[src/rtl/piso_shift_reg_8bit_pkg.sv]
// rtl/piso_shift_reg_8bit_pkg.sv - shared types and constants for the PISO shifter and its bit counter
package piso_shift_reg_8bit_pkg;

  typedef enum logic {
    IDLE  = 1'b0,
    SHIFT = 1'b1
  } state_t;

  localparam int WIDTH_DEF = 8;

  function automatic int cnt_width(input int w);
    return $clog2(w);
  endfunction

  localparam int CNT_W = cnt_width(WIDTH_DEF);

endpackage

[src/rtl/piso_shift_reg_8bit_if.sv]
// rtl/piso_shift_reg_8bit_if.sv - parallel load handshake and serial output bundle
interface piso_shift_reg_8bit_if #(
  parameter int WIDTH = 8
) ();

  logic [WIDTH-1:0] d;
  logic             d_valid;
  logic             d_ready;
  logic             shift_en;
  logic             sout;
  logic             sout_valid;
  logic             busy;
  logic             done;

  modport master (
    output d, d_valid, shift_en,
    input  d_ready, sout, sout_valid, busy, done
  );

  modport slave (
    input  d, d_valid, shift_en,
    output d_ready, sout, sout_valid, busy, done
  );

endinterface

[src/rtl/piso_bit_counter.sv]
// rtl/piso_bit_counter.sv - bit position counter, cleared on load, saturates at WIDTH-1
module piso_bit_counter
  import piso_shift_reg_8bit_pkg::*;
#(
  parameter int WIDTH = WIDTH_DEF
) (
  input  logic clk,
  input  logic rst,
  input  logic load,
  input  logic inc,
  output logic last
);

  localparam int CW = cnt_width(WIDTH);
  localparam logic [CW-1:0] LAST_IDX = CW'(WIDTH - 1);

  logic [CW-1:0] count;

  always_ff @(posedge clk or negedge rst) begin
    if (!rst) begin
      count <= '0;
    end else if (load) begin
      count <= '0;
    end else if (inc && !last) begin
      count <= count + 1'b1;
    end
  end

  assign last = (count == LAST_IDX);

endmodule

[src/rtl/piso_shift_reg_8bit.sv]
// rtl/piso_shift_reg_8bit.sv - parallel-in serial-out shifter paced by an external bit strobe
module piso_shift_reg_8bit
  import piso_shift_reg_8bit_pkg::*;
#(
  parameter int WIDTH     = WIDTH_DEF,
  parameter bit MSB_FIRST = 1'b1
) (
  input  logic                  clk,
  input  logic                  rst,
  piso_shift_reg_8bit_if.slave  bus
);

  state_t           state;
  state_t           state_nxt;
  logic [WIDTH-1:0] sr;
  logic             last;
  logic             last_shift;
  logic             ready;
  logic             accept;
  logic             done_q;
  logic             sout_c;
  logic             valid_c;

  // Ready during the last-bit strobe lets a new word follow with no gap.
  assign last_shift = (state == SHIFT) && last && bus.shift_en;
  assign ready      = (state == IDLE) || last_shift;
  assign accept     = bus.d_valid && ready;

  piso_bit_counter #(.WIDTH(WIDTH)) u_cnt (
    .clk  (clk),
    .rst  (rst),
    .load (accept),
    .inc  ((state == SHIFT) && bus.shift_en),
    .last (last)
  );

  always_ff @(posedge clk or negedge rst) begin
    if (!rst) begin
      state <= IDLE;
    end else begin
      state <= state_nxt;
    end
  end

  always_comb begin
    state_nxt = state;
    case (state)
      IDLE:    if (accept) state_nxt = SHIFT;
      SHIFT:   if (last_shift) state_nxt = accept ? SHIFT : IDLE;
      default: state_nxt = IDLE;
    endcase
  end

  always_ff @(posedge clk or negedge rst) begin
    if (!rst) begin
      sr     <= '0;
      done_q <= 1'b0;
    end else begin
      done_q <= last_shift;
      if (accept) begin
        sr <= bus.d;
      end else if ((state == SHIFT) && bus.shift_en) begin
        sr <= MSB_FIRST ? (sr << 1) : (sr >> 1);
      end
    end
  end

  always_comb begin
    sout_c  = 1'b0;
    valid_c = 1'b0;
    if (state == SHIFT) begin
      sout_c  = MSB_FIRST ? sr[WIDTH-1] : sr[0];
      valid_c = 1'b1;
    end
  end

  assign bus.d_ready    = ready;
  assign bus.sout       = sout_c;
  assign bus.sout_valid = valid_c;
  assign bus.busy       = valid_c;
  assign bus.done       = done_q;

endmodule

[src/flat_wrapper.sv]
// flat-port wrapper written by rule: the top's interface ports become plain ports
module piso_shift_reg_8bit_flat import piso_shift_reg_8bit_pkg::*;
#(
  parameter int WIDTH     = WIDTH_DEF,
  parameter bit MSB_FIRST = 1'b1
)
  (clk, rst, bus_d, bus_d_valid, bus_shift_en, bus_d_ready, bus_sout, bus_sout_valid, bus_busy, bus_done);
  piso_shift_reg_8bit_if #(.WIDTH(WIDTH)) bus_i ();
  input  logic clk;
  input  logic rst;
  input wire logic [$bits(bus_i.d)-1:0] bus_d;
  input wire logic [$bits(bus_i.d_valid)-1:0] bus_d_valid;
  input wire logic [$bits(bus_i.shift_en)-1:0] bus_shift_en;
  output wire logic [$bits(bus_i.d_ready)-1:0] bus_d_ready;
  output wire logic [$bits(bus_i.sout)-1:0] bus_sout;
  output wire logic [$bits(bus_i.sout_valid)-1:0] bus_sout_valid;
  output wire logic [$bits(bus_i.busy)-1:0] bus_busy;
  output wire logic [$bits(bus_i.done)-1:0] bus_done;
  assign bus_i.d = bus_d;
  assign bus_i.d_valid = bus_d_valid;
  assign bus_i.shift_en = bus_shift_en;
  assign bus_d_ready = bus_i.d_ready;
  assign bus_sout = bus_i.sout;
  assign bus_sout_valid = bus_i.sout_valid;
  assign bus_busy = bus_i.busy;
  assign bus_done = bus_i.done;
  piso_shift_reg_8bit #(.WIDTH(WIDTH), .MSB_FIRST(MSB_FIRST)) u_core (.clk(clk), .rst(rst), .bus(bus_i));
endmodule
[config.mk]
export PLATFORM = sky130hd
export DESIGN_NAME = piso_shift_reg_8bit_flat
export DESIGN_NICKNAME = d
export VERILOG_FILES = /design/src/rtl/piso_shift_reg_8bit_pkg.sv /design/src/rtl/piso_shift_reg_8bit_if.sv /design/src/rtl/piso_bit_counter.sv /design/src/rtl/piso_shift_reg_8bit.sv /design/src/flat_wrapper.sv
export SDC_FILE = /design/constraint.sdc
export NUM_CORES = 1
export LEC_CHECK = 0
export CAP_MARGIN = 20
export CELL_PAD_IN_SITES_DETAIL_PLACEMENT = 0
export CELL_PAD_IN_SITES_GLOBAL_PLACEMENT = 1
export CORE_UTILIZATION = 38
export CTS_BUF_LIST = sky130_fd_sc_hd__clkbuf_4
export DETAILED_ROUTE_END_ITERATION = 6
export GPL_TIMING_DRIVEN = 0
export PLACE_DENSITY_LB_ADDON = 0.1
export SLEW_MARGIN = 10
export SYNTH_ARGS = -nofsm -noshare
export SYNTH_HDL_FRONTEND = slang
export SYNTH_SLANG_ARGS = --single-unit
export TNS_END_PERCENT = 20
[constraint.sdc]
create_clock -name clk -period 1.5 [get_ports clk]
set_input_delay 0.15 -clock clk [delete_from_list [all_inputs] [get_ports clk]]
set_output_delay 0.15 -clock clk [all_outputs]
set_load 0.05 [all_outputs]
==> metrics.md, run 1 <==
| Metric | Value |
|---|---|
| Via Count | `499` |
| Setup WS post-layout | `-0.1254 ns` |
| Slack of the worst reg-to-reg path | `-0.04 ns` |
| Relative contribution of combinational cells to total power | `49.3%` |
| Largest fanout on the critical path | `6` |
| I/O pin cnt | `17` |
| Vias in the first global route | `516` |
| Violated checks | `negative setup slack` |
| Latest clock arrival within the worst-skew pair | `0.27 ns` |
| Overall die area | `1875 sq um` |
| Min Tclk post-route | `1.625 ns` |
| Fin nets | `97` |
| Cell area after layout | `969.7 sq um` |
| Clk slew on worst S/H paths | `0.08 ns` |
| Routed wire length per instance | `12.61 microns` |
| Cell area after synthesis | `648.1 sq um` |
| Quantity of hold-fixing buffers added after cts | `0` |
| Cell Pwr Density | `1650 nW/um^2` |
| CTS Root Buffer Type | `sky130_fd_sc_hd__clkbuf_4` |
| Largest net degree at the start of global routing | `14` |
| Global route overflow | `0` |
| Ys Warns | `0` |
| Worst hold path class | `input pin to register` |
| Clock sink count | `13` |
| Post-synthesis sequential element count | `13` |
| Synth Net Count | `70` |
| Post-detailed-placement cell area | `818.3 sq um` |
| Number of design rule violations left after detail routing | `0` |
| Unrepaired setup endpoints after global routing | `yes` |
| TritonCTS clock tree | `built` |
| Post-Layout Cell Count | `98` |
| Hold Fails Final Rpt | `0` |
| Final setup violating endpoints | `11` |
| CP max stage delay | `0.39 ns` |
| Highest-delay cell along the critical path | `sky130_fd_sc_hd__dfrtp_1` |
| Required time of the critical path | `1.35 ns` |
| Weighted congestion reported at the end of routability-driven placement | `0.6949` |
| Classification of the worst setup path | `register to output pin` |
| Maximum level of the CTS H-tree | `1` |
| Achievable clock frequency | `0.6152 GHz` |
| Total placed cells including tap cells | `87` |
| Worst VDD drop | `0.0009259 V` |
| Global router's overall resource usage | `15.59%` |
| Design internal power | `1.020 mW` |
| Normalized max-slew margin | `61.65%` |
| Final slew viol count | `0` |
| Worst slack, placed | `-0.5317 ns` |
| Sequential area share after synthesis | `50.19%` |
| Worst clock skew | `0.0007166 ns` |
| Detailed-route vias per instance | `5.092` |
| Number of detailed-route iterations in the first pass | `2` |
| Fraction of final layout cells with drive strength greater than 1 | `37.80%` |
| Count of unique library cells instantiated by Yosys | `18` |
| Count of port buffers added during placement | `15` |
| CP Capture Type | `output pin` |
| Number of routed nets with antenna violations | `0` |
| Transition at the pin with the smallest max-transition slack | `0.5735 ns` |
| Wire length of the first global-routing pass | `2.180 mm` |
| Die width | `43.30 microns` |
| Floorplan Core Area | `1541 sq um` |
| Diode count | `0` |
| HPWL after DPL | `819.5 microns` |
| Number of placement rows | `14` |
| Post-Syn Instances | `56` |
| Post-route setup TNS | `-0.3665 ns` |
| Worst endpoint data arrival time | `1.48 ns` |
| Static leakage | `0.4610 nW` |
| Average size of a mapped cell | `11.57 sq um` |
| Area growth from synthesis to final layout | `49.61%` |
| Part of the power in the clock network | `14.9%` |
| Starting utilization of the core area | `42.05%` |
| Crit start category | `register` |
| Number of violations of the max-capacitance limit | `0` |
| Minimum hold slack | `0.2201 ns` |
| Detailed-route wire length | `1.236 mm` |
| Number of antenna violations at the first check in global routing | `0` |
| Reported net switching power | `0.5799 mW` |
| Chip Height | `43.30 microns` |
| Proportion of total power due to net switching | `36.25%` |
| Final period utilization | `108.4%` |
| Outcome | `complete, but fails checks` |
| Sequence of cells on the critical path | `ha_2, ha_4, a21bo_1, buf_6, buf_8` |
| Maximum clock path buffer count | `2` |
| Sequential share of power | `35.8%` |
| Initial DRC Count | `3` |
| Number of buffers created by CTS | `3` |
-- critical path: cells and delay by family (launching register included) --
kind,cells,cell delay [ns]
flops,1,0.39
fa+ha+maj,2,0.35
buf+inv,2,0.27
compound gates,1,0.18
-- cells in the mapped netlist (all sizes together) --
library cell,instances,area share [%]
a21bo,1,1.5
and2,2,2.3
and3,1,0.97
buf,4,4.4
dfrtp,13,50
ha,2,3.9
mux2i,9,14
nand2,2,1.2
nand2b,1,0.97
nand3,8,6.2
nand3b,1,1.2
nor2,3,1.7
o21ai,8,10
xor2,1,1.4
-- worst paths after layout --
check / startpoint / depth (start not counted) / endpoint
max: u_core.u_cnt.count[0] / 5 / bus_d_ready
min: bus_d_valid / 3 / u_core.sr[5]
max reg2reg: u_core.u_cnt.count[0] / 7 / u_core.sr[1]
min reg2reg: u_core.sr[0] / 2 / u_core.sr[0]
max in group asynchronous: rst / 1 / u_core.sr[0]
min in group asynchronous: rst / 1 / u_core.bus.done
-- metrics by stage --
step | total power [mW] | util, %
final | 1.600 | 62.91
after global routing | 1.729 | 62.91
after CTS | 1.501 | 57.71
after detailed placement | 1.172 | 53.08
after global placement | 1.157 | 53.08
after floorplan | 1.005 | -
-- state kept, by name, indices dropped and copies added, names as in the netlist --
register            flops
u_core.sr               8
u_core.u_cnt.count      3
u_core.state            1
u_core.bus.done         1
-- power groups by stage --
| stage | registers (mW) | logic [mW] | clock network [mW] |
|---|---|---|---|
| floorplan | 0.584 | 0.422 | 0 |
| global placement | 0.571 | 0.586 | 0 |
| detailed placement | 0.576 | 0.595 | 0 |
| CTS | 0.575 | 0.688 | 0.239 |
| global route | 0.592 | 0.877 | 0.260 |
| finish | 0.573 | 0.789 | 0.238 |
-- area by class of cell --
class | count | area (sq um)
fill | 138 | 571.8
multi-input combinational | 39 | 329.1
clock buffer | 4 | 30.03
timing repair buffer | 22 | 221.5
tap | 16 | 20.02
sequential | 13 | 325.3
buffer | 4 | 43.79
-- cell families (layout without fill, tap and decap cells) --
| family | after synthesis | in the layout | share of synthesized area (%) |
|---|---|---|---|
| AOI/OAI and AO/OA | 9 | 9 | 11.78 |
| xor gates and xnor gates | 1 | 1 | 1.352 |
| adders and majority gates | 2 | 2 | 3.860 |
| buffers and inverters | 4 | 30 | 4.441 |
| DFF | 13 | 13 | 50.19 |
| muxes | 9 | 9 | 13.90 |
| and+or+nand+nor | 18 | 18 | 14.48 |
-- timing repair --
item | 4_1_cts | 5_1_grt
gates resized for setup | 21 | 5
pin swaps | 11 | 1
endpoints found under the setup margin | 12 | 11
cloned | 0 | 1
endpoints found under the hold margin | 0 | 0
buffers inserted | 2 | 4
-- layout by cell type, fill, tap and decap left out, types with 2 or more instances in the layout --
master                            count
sky130_fd_sc_hd__buf_4                8
sky130_fd_sc_hd__mux2i_1              9
sky130_fd_sc_hd__nand2_1              2
sky130_fd_sc_hd__dlygate4sd2_1        2
sky130_fd_sc_hd__nor2_1               2
sky130_fd_sc_hd__clkdlybuf4s50_1     10
sky130_fd_sc_hd__o21ai_2              7
sky130_fd_sc_hd__nand3_1              7
sky130_fd_sc_hd__dfrtp_1             13
sky130_fd_sc_hd__clkbuf_4             4
-- layer usage --
metal | vias up | part of all wire [%] | track usage, %
li1 | 250 | - | -
met1 | 235 | 46 | 20.70
met2 | 14 | 49 | 25.67
met3 | 0 | 4.9 | 3.830
met4 | 0 | 0 | 3.636
met5 | - | 0 | 0
Power figures use the tool's default switching activity.
==> run 2: changes to the inputs <==
--- a/config.mk
+++ b/config.mk
@@ -11,7 +11,7 @@
 export CORE_UTILIZATION = 38
 export CTS_BUF_LIST = sky130_fd_sc_hd__clkbuf_4
 export DETAILED_ROUTE_END_ITERATION = 6
-export GPL_TIMING_DRIVEN = 0
+export GPL_TIMING_DRIVEN = 1
 export PLACE_DENSITY_LB_ADDON = 0.1
 export SLEW_MARGIN = 10
 export SYNTH_ARGS = -nofsm -noshare
==> constraint.sdc (replaced) <==
create_clock -name clk -period 1.5 [get_ports clk]
set_input_delay 0.3 -clock clk [delete_from_list [all_inputs] [get_ports clk]]
set_output_delay 0.3 -clock clk [all_outputs]
set_load 0.05 [all_outputs]
==> run 2 against run 1 <==
Effect of this change: the flow still finishes with violations (negative setup slack); sequential power about the same; critical path depth shrank 1; global-route usage fell by 0.71 points; largest power group unchanged; worst setup slack got worse by 0.058 ns; critical endpoint unchanged; register-to-register slack better by 0.04 ns; clock skew increased by 0.0034 ns; design area is 7.2% higher; clock power fell by 4%; highest routed layer unchanged; non-clock buffer count rose by 1.
==> metrics.md, run 2 (same netlist as run 1, synthesis figures left out) <==
| Metric | Value |
|---|---|
| Outcome | `complete, but fails checks` |
| Violated checks | `negative setup slack` |
| Initial DRC Count | `2` |
| Wire length of the first global-routing pass | `2.083 mm` |
| Clk slew on worst S/H paths | `0.08 ns` |
| Commonest non-fill, non-tap cells in the layout | `sky130_fd_sc_hd__dfrtp_1 (13), sky130_fd_sc_hd__clkdlybuf4s50_1 (11), sky130_fd_sc_hd__mux2i_1 (9), sky130_fd_sc_hd__buf_4 (9)` |
| I/O pin cnt | `17` |
| Number of antenna violations at the first check in global routing | `0` |
| Final period utilization | `112.2%` |
| Starting utilization of the core area | `42.05%` |
| Static leakage | `0.4775 nW` |
| Classification of the worst setup path | `register to output pin` |
| Area growth from synthesis to final layout | `60.43%` |
| Worst endpoint data arrival time | `1.38 ns` |
| Global route overflow | `0` |
| Largest Register | `u_core.sr` |
| Top Family by Delay on Critical Path | `flip-flops` |
| Largest net degree at the start of global routing | `14` |
| Via Count | `511` |
| Highest-delay cell along the critical path | `sky130_fd_sc_hd__dfrtp_1` |
| Hold Fails Final Rpt | `0` |
| CP Capture Type | `output pin` |
| Latest clock arrival within the worst-skew pair | `0.27 ns` |
| Number of placement rows | `14` |
| Largest fanout on the critical path | `3` |
| Vias in the first global route | `485` |
| Normalized max-slew margin | `84.99%` |
| Combined buffer and inverter count along the critical path | `1` |
| Floorplan Core Area | `1541 sq um` |
| CP max stage delay | `0.40 ns` |
| Number of violations of the max-capacitance limit | `0` |
| Global router's overall resource usage | `14.88%` |
| Final setup violating endpoints | `1` |
| Post-Layout Cell Count | `100` |
| Number of routed nets with antenna violations | `0` |
| Commonest non-fill, non-tap cell in the layout | `sky130_fd_sc_hd__dfrtp_1` |
| Transition at the pin with the smallest max-transition slack | `0.2190 ns` |
| Unrepaired setup endpoints after global routing | `yes` |
| Minimum hold slack | `0.3330 ns` |
| Die width | `43.30 microns` |
| Routed wire length per instance | `12.95 microns` |
| Fin nets | `99` |
| Min Tclk post-route | `1.683 ns` |
| Weighted congestion reported at the end of routability-driven placement | `0.7065` |
| Number of design rule violations left after detail routing | `0` |
| Sequence of cells on the critical path | `ha_2, ha_4, a21bo_4, buf_12` |
| Maximum level of the CTS H-tree | `1` |
| Number of buffers created by CTS | `3` |
| Number of fillers in the final layout | `113` |
| Detailed-route wire length | `1.295 mm` |
| Number of flip-flops under the largest register name | `8` |
| Diode count | `0` |
| Setup WS post-layout | `-0.1833 ns` |
| Total placed cells including tap cells | `92` |
| Overall die area | `1875 sq um` |
| Worst clock skew | `0.004125 ns` |
| Achievable clock frequency | `0.5941 GHz` |
| Number of detailed-route iterations in the first pass | `3` |
| CTS Root Buffer Type | `sky130_fd_sc_hd__clkbuf_4` |
| Worst-case reg-to-reg path depth | `6` |
| Stages on worst setup path | `4` |
| Required time of the critical path | `1.20 ns` |
| Worst VDD drop | `0.0009343 V` |
| Final slew viol count | `0` |
| Clock sink count | `13` |
| Crit start category | `register` |
| Fraction of final layout cells with drive strength greater than 1 | `48.81%` |
| Chip Height | `43.30 microns` |
| Detailed-route vias per instance | `5.110` |
| Maximum clock path buffer count | `2` |
| Cell Pwr Density | `1606 nW/um^2` |
| TritonCTS clock tree | `built` |
| Worst hold path class | `input pin to async pin` |
| Count of port buffers added during placement | `16` |
| Leading registers by flop count | `u_core.sr x8, u_core.u_cnt.count x3` |
==> run 2: timing repair <==
item	CTS	global route
gates resized for setup	8	9
setup buffers	1	2
setup endpoints to repair	3	13
pin swaps	9	1
cloned	0	1
hold buffers	0	0
==> run 2: worst paths after layout <==
| path | startpoint | end | slack [ns] |
|---|---|---|---|
| min in group clk | u_core.sr[0] | u_core.sr[0] | 0.54 |
| worst min-delay path | rst | u_core.bus.done | 0.33 |
| worst max-delay path | u_core.u_cnt.count[1] | bus_d_ready | -0.18 |
| max in group asynchronous | rst | u_core.sr[1] | 1.00 |
| worst max register to register | u_core.u_cnt.count[1] | u_core.sr[5] | 0 |
| worst min register to register | u_core.sr[0] | u_core.sr[0] | 0.54 |
==> run 2: layout make-up <==
class	count	area (sq um)	area share, %
repair buffers	27	300.3	28.88
clock buffers	4	30.03	2.888
multi-input cells	40	364.1	35.02
flip-flops and latches	13	325.3	31.29
well taps	16	20.02	1.925
==> run 2: per-layer routing <==
metal	GRT usage, %	wire [microns]	up-vias
li1	-	-	256
met1	20.22	601	241
met2	21.79	622	14
met3	5.532	71	0
met4	5.455	0	0
met5	0	0	-
==> run 2: per-stage QoR <==
stage / total power, mW / worst slack [ns] / instance area, sq um / util [%] / TNS, ns
after floorplan: 1.005 / 0.01652 / 648.1 / - / 0
after global placement: 1.271 / 0.01662 / 909.6 / 59.01 / 0
after detailed placement: 1.288 / -0.02079 / 909.6 / 59.01 / -0.02378
after CTS: 1.597 / -0.1932 / 980.9 / 63.64 / -0.2684
after global routing: 1.793 / -0.2196 / 1040 / 67.45 / -0.3691
final: 1.669 / -0.1833 / 1040 / 67.45 / -0.1833
==> run 2: power breakdown <==
group | switching (mW) | internal (mW)
combinational | 0.398 | 0.471
sequential | 0.0819 | 0.490
clock | 0.107 | 0.121
total | 0.588 | 1.08
